### src/rtl/mem_bus_arbiter_pkg.sv
// Shared types for the memory bus arbiter: FSM state, transaction owner
// and the latched bus request.
package mem_bus_arbiter_pkg;
  localparam int XLEN     = 64;
  localparam int STREAK_W = 4;

  localparam logic [2:0] IF_SIZE = 3'd3;

  typedef enum logic [1:0] {IDLE, REQ, WAIT} arb_state_e;
  typedef enum logic [1:0] {NONE, OWN_IF, OWN_LS} arb_owner_e;

  typedef struct packed {
    logic              wen;
    logic [XLEN-1:0]   addr;
    logic [XLEN-1:0]   wdata;
    logic [XLEN/8-1:0] wstrb;
    logic [2:0]        size;
  } bus_req_t;
endpackage

### src/rtl/mem_bus_arbiter_if.sv
// Requester and bus-side signals of the arbiter; master is the arbiter's
// own view, slave is the surrounding pipeline/bridge view.
interface mem_bus_arbiter_if #(
  parameter int CPU_WIDTH = 64
);
  logic                   i_flush;
  logic                   i_if_req;
  logic [CPU_WIDTH-1:0]   i_if_addr;
  logic                   o_if_gnt;
  logic                   o_if_rvalid;
  logic [CPU_WIDTH-1:0]   o_if_rdata;
  logic                   i_ls_req;
  logic                   i_ls_wen;
  logic [CPU_WIDTH-1:0]   i_ls_addr;
  logic [CPU_WIDTH-1:0]   i_ls_wdata;
  logic [CPU_WIDTH/8-1:0] i_ls_wstrb;
  logic [2:0]             i_ls_size;
  logic                   o_ls_gnt;
  logic                   o_ls_rvalid;
  logic [CPU_WIDTH-1:0]   o_ls_rdata;
  logic                   o_bus_req;
  logic                   o_bus_wen;
  logic [CPU_WIDTH-1:0]   o_bus_addr;
  logic [CPU_WIDTH-1:0]   o_bus_wdata;
  logic [CPU_WIDTH/8-1:0] o_bus_wstrb;
  logic [2:0]             o_bus_size;
  logic                   i_bus_ack;
  logic                   i_bus_done;
  logic [CPU_WIDTH-1:0]   i_bus_rdata;
  logic                   o_busy;

  modport master (
    input  i_flush, i_if_req, i_if_addr,
    input  i_ls_req, i_ls_wen, i_ls_addr, i_ls_wdata, i_ls_wstrb, i_ls_size,
    input  i_bus_ack, i_bus_done, i_bus_rdata,
    output o_if_gnt, o_if_rvalid, o_if_rdata,
    output o_ls_gnt, o_ls_rvalid, o_ls_rdata,
    output o_bus_req, o_bus_wen, o_bus_addr, o_bus_wdata, o_bus_wstrb, o_bus_size,
    output o_busy
  );

  modport slave (
    output i_flush, i_if_req, i_if_addr,
    output i_ls_req, i_ls_wen, i_ls_addr, i_ls_wdata, i_ls_wstrb, i_ls_size,
    output i_bus_ack, i_bus_done, i_bus_rdata,
    input  o_if_gnt, o_if_rvalid, o_if_rdata,
    input  o_ls_gnt, o_ls_rvalid, o_ls_rdata,
    input  o_bus_req, o_bus_wen, o_bus_addr, o_bus_wdata, o_bus_wstrb, o_bus_size,
    input  o_busy
  );
endinterface

### src/rtl/mem_bus_arbiter_prio_sel.sv
// Winner pick between IF and LSU: LSU first, unless IF has waited through
// MAX_LSU_STREAK LSU grants. A flush makes IF ineligible this cycle.
module arb_prio_sel #(
  parameter int MAX_LSU_STREAK = 4,
  parameter int STREAK_W       = 4
) (
  input  logic                if_req,
  input  logic                ls_req,
  input  logic                flush,
  input  logic [STREAK_W-1:0] streak,
  output logic                grant_if,
  output logic                grant_ls
);
  logic if_eligible;
  logic streak_full;

  assign if_eligible = if_req && !flush;
  assign streak_full = (streak == STREAK_W'(MAX_LSU_STREAK));
  assign grant_if    = if_eligible && (!ls_req || streak_full);
  assign grant_ls    = ls_req && !grant_if;
endmodule

### src/rtl/mem_bus_arbiter.sv
// Single-outstanding arbiter sharing the memory bus between instruction
// fetch and the load/store unit; flushed IF responses are dropped.
module mem_bus_arbiter
  import mem_bus_arbiter_pkg::*;
#(
  parameter int CPU_WIDTH      = XLEN,
  parameter int MAX_LSU_STREAK = 4
) (
  input  logic               i_clk,
  input  logic               i_rst_n,
  mem_bus_arbiter_if.master  bus
);
  arb_state_e          state_reg, state_next;
  arb_owner_e          owner_reg, owner_next;
  logic                kill_reg, kill_next;
  bus_req_t            req_reg, req_next;
  logic [STREAK_W-1:0] streak_reg, streak_next;

  logic sel_if, sel_ls;
  logic grant_if, grant_ls;
  logic in_idle;
  logic if_rvalid, ls_rvalid;

  arb_prio_sel #(
    .MAX_LSU_STREAK (MAX_LSU_STREAK),
    .STREAK_W       (STREAK_W)
  ) u_prio_sel (
    .if_req   (bus.i_if_req),
    .ls_req   (bus.i_ls_req),
    .flush    (bus.i_flush),
    .streak   (streak_reg),
    .grant_if (sel_if),
    .grant_ls (sel_ls)
  );

  assign in_idle  = (state_reg == IDLE);
  assign grant_if = in_idle && sel_if;
  assign grant_ls = in_idle && sel_ls;

  always_ff @(posedge i_clk) begin
    if (!i_rst_n) begin
      state_reg  <= IDLE;
      owner_reg  <= NONE;
      kill_reg   <= 1'b0;
      req_reg    <= '0;
      streak_reg <= '0;
    end else begin
      state_reg  <= state_next;
      owner_reg  <= owner_next;
      kill_reg   <= kill_next;
      req_reg    <= req_next;
      streak_reg <= streak_next;
    end
  end

  always_comb begin
    state_next  = state_reg;
    owner_next  = owner_reg;
    req_next    = req_reg;
    streak_next = streak_reg;

    case (state_reg)
      IDLE: begin
        if (grant_if) begin
          state_next = REQ;
          owner_next = OWN_IF;
          req_next   = '{wen: 1'b0, addr: bus.i_if_addr, wdata: '0,
                         wstrb: '0, size: IF_SIZE};
        end else if (grant_ls) begin
          state_next = REQ;
          owner_next = OWN_LS;
          req_next   = '{wen: bus.i_ls_wen, addr: bus.i_ls_addr,
                         wdata: bus.i_ls_wdata, wstrb: bus.i_ls_wstrb,
                         size: bus.i_ls_size};
        end
      end
      REQ: begin
        if (bus.i_bus_ack) begin
          state_next = bus.i_bus_done ? IDLE : WAIT;
        end
      end
      WAIT: begin
        if (bus.i_bus_done) begin
          state_next = IDLE;
        end
      end
      default: state_next = IDLE;
    endcase

    if (state_next == IDLE) begin
      owner_next = NONE;
    end

    // The bridge cannot abort, so a flushed fetch runs to completion and
    // only its response is suppressed.
    kill_next = kill_reg;
    if (!in_idle && owner_reg == OWN_IF && bus.i_flush) begin
      kill_next = 1'b1;
    end
    if (state_next == IDLE) begin
      kill_next = 1'b0;
    end

    // Saturating at the limit keeps a flush-blocked IF from being starved.
    if (!bus.i_if_req || grant_if) begin
      streak_next = '0;
    end else if (grant_ls && streak_reg != STREAK_W'(MAX_LSU_STREAK)) begin
      streak_next = streak_reg + STREAK_W'(1);
    end
  end

  always_comb begin
    if_rvalid = bus.i_bus_done && !in_idle && owner_reg == OWN_IF &&
                !(kill_reg || bus.i_flush);
    ls_rvalid = bus.i_bus_done && !in_idle && owner_reg == OWN_LS;

    bus.o_if_gnt    = grant_if;
    bus.o_ls_gnt    = grant_ls;
    bus.o_if_rvalid = if_rvalid;
    bus.o_ls_rvalid = ls_rvalid;
    bus.o_if_rdata  = if_rvalid ? bus.i_bus_rdata : '0;
    bus.o_ls_rdata  = ls_rvalid ? bus.i_bus_rdata : '0;

    bus.o_bus_req   = (state_reg == REQ);
    bus.o_bus_wen   = req_reg.wen;
    bus.o_bus_addr  = req_reg.addr[CPU_WIDTH-1:0];
    bus.o_bus_wdata = req_reg.wdata[CPU_WIDTH-1:0];
    bus.o_bus_wstrb = req_reg.wstrb[CPU_WIDTH/8-1:0];
    bus.o_bus_size  = req_reg.size;
    bus.o_busy      = !in_idle;
  end
endmodule

### src/flat_wrapper.sv
// flat-port wrapper written by rule: the top's interface ports become plain ports
module mem_bus_arbiter_flat import mem_bus_arbiter_pkg::*;
#(
  parameter int CPU_WIDTH      = XLEN,
  parameter int MAX_LSU_STREAK = 4
)
  (i_clk, i_rst_n, bus_i_flush, bus_i_if_req, bus_i_if_addr, bus_i_ls_req, bus_i_ls_wen, bus_i_ls_addr, bus_i_ls_wdata, bus_i_ls_wstrb, bus_i_ls_size, bus_i_bus_ack, bus_i_bus_done, bus_i_bus_rdata, bus_o_if_gnt, bus_o_if_rvalid, bus_o_if_rdata, bus_o_ls_gnt, bus_o_ls_rvalid, bus_o_ls_rdata, bus_o_bus_req, bus_o_bus_wen, bus_o_bus_addr, bus_o_bus_wdata, bus_o_bus_wstrb, bus_o_bus_size, bus_o_busy);
  mem_bus_arbiter_if #(.CPU_WIDTH(CPU_WIDTH)) bus_i ();
  input  logic i_clk;
  input  logic i_rst_n;
  input wire logic [$bits(bus_i.i_flush)-1:0] bus_i_flush;
  input wire logic [$bits(bus_i.i_if_req)-1:0] bus_i_if_req;
  input wire logic [$bits(bus_i.i_if_addr)-1:0] bus_i_if_addr;
  input wire logic [$bits(bus_i.i_ls_req)-1:0] bus_i_ls_req;
  input wire logic [$bits(bus_i.i_ls_wen)-1:0] bus_i_ls_wen;
  input wire logic [$bits(bus_i.i_ls_addr)-1:0] bus_i_ls_addr;
  input wire logic [$bits(bus_i.i_ls_wdata)-1:0] bus_i_ls_wdata;
  input wire logic [$bits(bus_i.i_ls_wstrb)-1:0] bus_i_ls_wstrb;
  input wire logic [$bits(bus_i.i_ls_size)-1:0] bus_i_ls_size;
  input wire logic [$bits(bus_i.i_bus_ack)-1:0] bus_i_bus_ack;
  input wire logic [$bits(bus_i.i_bus_done)-1:0] bus_i_bus_done;
  input wire logic [$bits(bus_i.i_bus_rdata)-1:0] bus_i_bus_rdata;
  output wire logic [$bits(bus_i.o_if_gnt)-1:0] bus_o_if_gnt;
  output wire logic [$bits(bus_i.o_if_rvalid)-1:0] bus_o_if_rvalid;
  output wire logic [$bits(bus_i.o_if_rdata)-1:0] bus_o_if_rdata;
  output wire logic [$bits(bus_i.o_ls_gnt)-1:0] bus_o_ls_gnt;
  output wire logic [$bits(bus_i.o_ls_rvalid)-1:0] bus_o_ls_rvalid;
  output wire logic [$bits(bus_i.o_ls_rdata)-1:0] bus_o_ls_rdata;
  output wire logic [$bits(bus_i.o_bus_req)-1:0] bus_o_bus_req;
  output wire logic [$bits(bus_i.o_bus_wen)-1:0] bus_o_bus_wen;
  output wire logic [$bits(bus_i.o_bus_addr)-1:0] bus_o_bus_addr;
  output wire logic [$bits(bus_i.o_bus_wdata)-1:0] bus_o_bus_wdata;
  output wire logic [$bits(bus_i.o_bus_wstrb)-1:0] bus_o_bus_wstrb;
  output wire logic [$bits(bus_i.o_bus_size)-1:0] bus_o_bus_size;
  output wire logic [$bits(bus_i.o_busy)-1:0] bus_o_busy;
  assign bus_i.i_flush = bus_i_flush;
  assign bus_i.i_if_req = bus_i_if_req;
  assign bus_i.i_if_addr = bus_i_if_addr;
  assign bus_i.i_ls_req = bus_i_ls_req;
  assign bus_i.i_ls_wen = bus_i_ls_wen;
  assign bus_i.i_ls_addr = bus_i_ls_addr;
  assign bus_i.i_ls_wdata = bus_i_ls_wdata;
  assign bus_i.i_ls_wstrb = bus_i_ls_wstrb;
  assign bus_i.i_ls_size = bus_i_ls_size;
  assign bus_i.i_bus_ack = bus_i_bus_ack;
  assign bus_i.i_bus_done = bus_i_bus_done;
  assign bus_i.i_bus_rdata = bus_i_bus_rdata;
  assign bus_o_if_gnt = bus_i.o_if_gnt;
  assign bus_o_if_rvalid = bus_i.o_if_rvalid;
  assign bus_o_if_rdata = bus_i.o_if_rdata;
  assign bus_o_ls_gnt = bus_i.o_ls_gnt;
  assign bus_o_ls_rvalid = bus_i.o_ls_rvalid;
  assign bus_o_ls_rdata = bus_i.o_ls_rdata;
  assign bus_o_bus_req = bus_i.o_bus_req;
  assign bus_o_bus_wen = bus_i.o_bus_wen;
  assign bus_o_bus_addr = bus_i.o_bus_addr;
  assign bus_o_bus_wdata = bus_i.o_bus_wdata;
  assign bus_o_bus_wstrb = bus_i.o_bus_wstrb;
  assign bus_o_bus_size = bus_i.o_bus_size;
  assign bus_o_busy = bus_i.o_busy;
  mem_bus_arbiter #(.CPU_WIDTH(CPU_WIDTH), .MAX_LSU_STREAK(MAX_LSU_STREAK)) u_core (.i_clk(i_clk), .i_rst_n(i_rst_n), .bus(bus_i));
endmodule
### config.mk
export PLATFORM = sky130hd
export DESIGN_NAME = mem_bus_arbiter_flat
export DESIGN_NICKNAME = d
export VERILOG_FILES = /design/src/rtl/mem_bus_arbiter_pkg.sv /design/src/rtl/mem_bus_arbiter_if.sv /design/src/rtl/mem_bus_arbiter_prio_sel.sv /design/src/rtl/mem_bus_arbiter.sv /design/src/flat_wrapper.sv
export SDC_FILE = /design/constraint.sdc
export NUM_CORES = 1
export LEC_CHECK = 0
export ABC_AREA = 1
export CAP_MARGIN = 20
export CORE_AREA = 2 2 214 216
export CTS_BUF_LIST = sky130_fd_sc_hd__clkbuf_8
export CTS_CLUSTER_SIZE = 25
export DETAILED_ROUTE_END_ITERATION = 6
export DIE_AREA = 0 0 216 218
export PLACE_DENSITY_LB_ADDON = 0.1
export SLEW_MARGIN = 30
export SYNTH_ARGS = -nofsm -noshare
export SYNTH_HDL_FRONTEND = slang
export SYNTH_HIERARCHICAL = 1
export SYNTH_SLANG_ARGS = --single-unit
### constraint.sdc
create_clock -name i_clk -period 1.6 [get_ports i_clk]
set_input_delay 0.16 -clock i_clk [delete_from_list [all_inputs] [get_ports i_clk]]
set_output_delay 0.16 -clock i_clk [all_outputs]
set_load 0.02 [all_outputs]
==> flow_summary.html <==
<table>
<tr><th>Metric</th><th>Value</th></tr>
<tr><th colspan="2">Outcome</th></tr>
<tr><td>Result of the run</td><td>finished, violations left</td></tr>
<tr><td>Violations in the final reports</td><td>negative setup slack</td></tr>
<tr><th colspan="2">Routing</th></tr>
<tr><td>Post-route ant nets</td><td>0</td></tr>
<tr><td>Routed len/inst</td><td>18.8 µm</td></tr>
<tr><td>Final routed wirelength across all metal layers</td><td>43.4 mm</td></tr>
<tr><td>DR iter-0 viols</td><td>304</td></tr>
<tr><td>1st-pass router iterations</td><td>4</td></tr>
<tr><td>Routed via count</td><td>9298</td></tr>
<tr><td>Residual DRC count</td><td>0</td></tr>
<tr><td>Drt via density</td><td>4.04</td></tr>
<tr><th colspan="2">Floorplan</th></tr>
<tr><td>Area of the core</td><td>0.0449 mm²</td></tr>
<tr><td>Die area</td><td>0.0471 mm²</td></tr>
<tr><td>IO Pins</td><td>549</td></tr>
<tr><td>Die Span Y</td><td>218 µm</td></tr>
<tr><td>Initial standard-cell utilization of the core</td><td>0.159</td></tr>
<tr><td>Die span in x</td><td>216 µm</td></tr>
<tr><td>Number of core rows</td><td>78</td></tr>
<tr><th colspan="2">Worst setup path</th></tr>
<tr><td>Capture instance of the worst register-to-register path</td><td>u_core/bus.o_bus_wdata[24]</td></tr>
<tr><td>Type of the setup path with the least slack</td><td>flop to output pin</td></tr>
<tr><td>Worst r2r path cells</td><td>10</td></tr>
<tr><td>Kind of launch point of the worst setup path</td><td>flop</td></tr>
<tr><td>Reg2Reg Setup Slack</td><td>-210 ps</td></tr>
<tr><td>Category of the worst setup path capture point</td><td>output pin</td></tr>
<tr><td>Arrival time at the worst endpoint</td><td>1810 ps</td></tr>
<tr><td>Critical Path RT</td><td>1440 ps</td></tr>
<tr><td>Highest net fanout along the worst path</td><td>18</td></tr>
<tr><td>Reg-to-Reg Start</td><td>u_core/streak_reg[1]</td></tr>
<tr><th colspan="2">Timing</th></tr>
<tr><td>Final hold vios</td><td>0</td></tr>
<tr><td>Slew @ Worst Pin</td><td>420 ps</td></tr>
<tr><td>Unrepaired setup endpoints after global routing</td><td>yes</td></tr>
<tr><td>Sum of negative setup slack</td><td>-56480 ps</td></tr>
<tr><td>Final-report setup violation count</td><td>409</td></tr>
<tr><td>Crit path time final</td><td>1970 ps</td></tr>
<tr><td>Slack of the critical path</td><td>-367 ps</td></tr>
<tr><td>Final Slew Violations</td><td>0</td></tr>
<tr><td>Worst slew margin</td><td>0.720</td></tr>
<tr><td>Max Clk Rate</td><td>508 MHz</td></tr>
<tr><td>Clock Skews</td><td>10.7 ps</td></tr>
<tr><td>Final cycle utilization of the critical path</td><td>1.23</td></tr>
<tr><th colspan="2">Clock network</th></tr>
<tr><td>Number of buffers created by CTS</td><td>17</td></tr>
<tr><td>CTS tree</td><td>done</td></tr>
<tr><td>Number of clock sinks seen by CTS</td><td>149</td></tr>
<tr><td>Clock network latency to the later pin of the worst-skew pair</td><td>510 ps</td></tr>
<tr><td>Number of buffers between clock root and the deepest sink</td><td>2</td></tr>
<tr><td>Count of hold buffers inserted by post-cts repair</td><td>0</td></tr>
<tr><td>Library cell used as clock root buffer</td><td>sky130_fd_sc_hd__clkbuf_8</td></tr>
<tr><td>Clock edge transition at the registers on the reported setup and hold paths</td><td>90 ps</td></tr>
<tr><td>Max H-tree Level</td><td>4</td></tr>
<tr><th colspan="2">Flow run</th></tr>
<tr><td>MaxCap Viol Count</td><td>0</td></tr>
<tr><th colspan="2">Power</th></tr>
<tr><td>Combinational fraction of design power</td><td>0.307</td></tr>
<tr><td>IR drop worst, VDD</td><td>0.000530 V</td></tr>
<tr><td>Leak Pwr</td><td>6.54 nW</td></tr>
<tr><td>Switching power summed over all nets</td><td>3.43 mW</td></tr>
<tr><td>Sequential fraction of design power</td><td>0.376</td></tr>
<tr><td>Share of total power consumed by net switching</td><td>0.311</td></tr>
<tr><td>Share of total power in the clock network</td><td>0.317</td></tr>
<tr><td>Internal power summed over all cells</td><td>7.61 mW</td></tr>
<tr><td>Power density cells</td><td>752 mW/mm²</td></tr>
<tr><th colspan="2">Synthesis</th></tr>
<tr><td>Most instantiated library cell after synthesis</td><td>sky130_fd_sc_hd__nand2_1</td></tr>
<tr><td>Cell type contributing the most total cell area after synthesis</td><td>sky130_fd_sc_hd__dfxtp_1</td></tr>
<tr><td>Count of flip-flops with a built-in enable after synthesis</td><td>0</td></tr>
<tr><td>YS warnings</td><td>6</td></tr>
<tr><td>Main area contributors after synthesis</td><td>sky130_fd_sc_hd__dfxtp_1, sky130_fd_sc_hd__nand2_1, sky130_fd_sc_hd__nor2_1</td></tr>
<tr><td>Synth Instances</td><td>1121</td></tr>
<tr><td>Top post-synthesis cells by count</td><td>sky130_fd_sc_hd__nand2_1, sky130_fd_sc_hd__nor2_1, sky130_fd_sc_hd__dfxtp_1</td></tr>
<tr><td>Total standard cell area after synthesis</td><td>0.00714 mm²</td></tr>
<tr><td>Post-synthesis sequential element count</td><td>149</td></tr>
<tr><td>Avg Inst Size Synth</td><td>6.37 µm²</td></tr>
<tr><td>Top FF cell, synth</td><td>sky130_fd_sc_hd__dfxtp_1</td></tr>
<tr><td>Synthesized net count</td><td>1398</td></tr>
<tr><td>Unique masters post-synth</td><td>22</td></tr>
<tr><td>Async S/R FF share, synth</td><td>0</td></tr>
<tr><td>Post-synthesis sequential area ratio</td><td>0.418</td></tr>
<tr><td>Proportion of netlist area held by the largest area contributor</td><td>0.418</td></tr>
<tr><th colspan="2">Cells and area</th></tr>
<tr><td>Share of cells above drive strength 1</td><td>0.193</td></tr>
<tr><td>Number of cells in the finished layout apart from fillers</td><td>2302</td></tr>
<tr><td>Area growth, synth to finish</td><td>106%</td></tr>
<tr><td>Net count of the finished layout</td><td>1966</td></tr>
<tr><td>Fill cells</td><td>4906</td></tr>
<tr><th colspan="2">Global route</th></tr>
<tr><td>Total grt overflow</td><td>0</td></tr>
<tr><td>GRT Total Usage</td><td>0.167</td></tr>
<tr><td>Vias in the first global route</td><td>9020</td></tr>
<tr><td>Initial antenna violation count</td><td>1</td></tr>
<tr><td>First-pass GRT wire length</td><td>58.6 mm</td></tr>
<tr><td>Maximum number of pins on one net before global-route repair</td><td>78</td></tr>
<tr><th colspan="2">Worst hold path</th></tr>
<tr><td>Count of cells along the worst hold path</td><td>3</td></tr>
<tr><td>Hold endpoint</td><td>u_core/bus.o_bus_wdata[56]</td></tr>
<tr><td>Min-delay worst type</td><td>primary input to flop</td></tr>
<tr><td>Startpoint of the most critical hold path</td><td>i_rst_n</td></tr>
<tr><th colspan="2">Placement</th></tr>
<tr><td>Final weighted congestion in routability-driven placement</td><td>0.941</td></tr>
<tr><td>Number of instances in the placed design</td><td>2241</td></tr>
<tr><td>HPWL after detailed placement</td><td>31.3 mm</td></tr>
<tr><td>Number of buffer cells added on primary ports</td><td>548</td></tr>
</table>
## cell usage in the layout, fill, tap and decap left out, types with 3 or more instances in the layout
cell / count
sky130_fd_sc_hd__a21oi_1: 81
sky130_fd_sc_hd__buf_12: 23
sky130_fd_sc_hd__buf_2: 19
sky130_fd_sc_hd__buf_4: 119
sky130_fd_sc_hd__buf_6: 39
sky130_fd_sc_hd__buf_8: 3
sky130_fd_sc_hd__bufinv_16: 5
sky130_fd_sc_hd__clkbuf_16: 11
sky130_fd_sc_hd__clkbuf_8: 18
sky130_fd_sc_hd__clkdlybuf4s50_1: 413
sky130_fd_sc_hd__clkinvlp_4: 3
sky130_fd_sc_hd__dfxtp_1: 143
sky130_fd_sc_hd__dfxtp_2: 4
sky130_fd_sc_hd__inv_1: 108
sky130_fd_sc_hd__inv_2: 4
sky130_fd_sc_hd__nand2_1: 277
sky130_fd_sc_hd__nand2_2: 3
sky130_fd_sc_hd__nand2_4: 3
sky130_fd_sc_hd__nand3_1: 100
sky130_fd_sc_hd__nand4_1: 23
sky130_fd_sc_hd__nor2_1: 183
sky130_fd_sc_hd__nor2_2: 32
sky130_fd_sc_hd__nor2_4: 14
sky130_fd_sc_hd__o21ai_0: 39
sky130_fd_sc_hd__o21ai_2: 7
## kinds of logic after synthesis
family          count (synthesis)  synth area share
simple gates                  642             0.368
buf+inv                       196             0.117
flops                         149             0.418
compound gates                132            0.0935
fa+ha+maj                       2           0.00351
## stage by stage
step	util	worst slack, ps	instance area, µm²	power [mW]	hold slack [ps]
6_report	0.327	-367	14700	11.0	149
5_1_grt	0.327	-496	14700	11.6	140
4_1_cts	0.310	-531	13900	11.0	106
3_5_place_dp	0.303	-649	13600	7.39	454
3_3_place_gp	0.303	-685	13600	7.39	450
2_1_floorplan	-	18.8	7150	5.51	299
## layout make-up
class	instances	area [µm²]	share of cell area
antenna	1	2.50	0.000170
tap	600	751	0.0511
multi-input combinational	776	3610	0.246
clock buffer	18	248	0.0169
timing repair buffer	631	6420	0.437
sequential	149	3000	0.204
inverter	114	453	0.0308
clock inverter	13	206	0.0141
## metal layers
layer / wire length (µm) / up-vias / GRT usage
met5: 0 / - / 0
met4: 1070 / 0 / 0.0623
met3: 2830 / 41 / 0.0503
met2: 23100 / 322 / 0.318
met1: 16400 / 4315 / 0.171
li1: - / 4620 / -
## worst max-delay path by stage
stage | start | end | slack (ps) | cells past startpoint
detailed placement | bus_i_bus_done | bus_o_if_rdata[57] | -650 | 7
finish | u_core/state_reg[1] | bus_o_ls_rdata[62] | -370 | 7
floorplan | u_core/streak_reg[0] | u_core/bus.o_bus_wdata[24] | 20 | 11
global route | u_core/state_reg[1] | bus_o_ls_rdata[35] | -500 | 7
CTS | u_core/state_reg[1] | bus_o_ls_rdata[23] | -530 | 7
global placement | bus_i_bus_done | bus_o_if_rdata[57] | -680 | 7
## critical path: stages (launching register included)
cell                        delay (ps)
sky130_fd_sc_hd__dfxtp_4           380
sky130_fd_sc_hd__nor2_8             50
sky130_fd_sc_hd__nor2_4            130
sky130_fd_sc_hd__nand3_4           120
sky130_fd_sc_hd__buf_4             180
sky130_fd_sc_hd__clkbuf_16         180
sky130_fd_sc_hd__nor2_1            100
sky130_fd_sc_hd__buf_4             150
## power by group through the flow
stage / combinational [mW] / clock (mW) / sequential, mW
detailed placement: 3.16 / 0 / 4.23
global route: 3.65 / 3.79 / 4.20
CTS: 3.18 / 3.68 / 4.15
global placement: 3.17 / 0 / 4.22
finish: 3.39 / 3.50 / 4.15
floorplan: 0.939 / 0 / 4.57
## repair_timing
| action | in CTS | in global routing |
|---|---|---|
| buffers inserted | 1 | 14 |
| setup endpoints to repair | 422 | 421 |
| hold endpoints to repair | 0 | 0 |
| gates resized for setup | 507 | 232 |
| pin swaps | 1 | 12 |
| cloned | 0 | 14 |
Power figures use the tool's default switching activity.
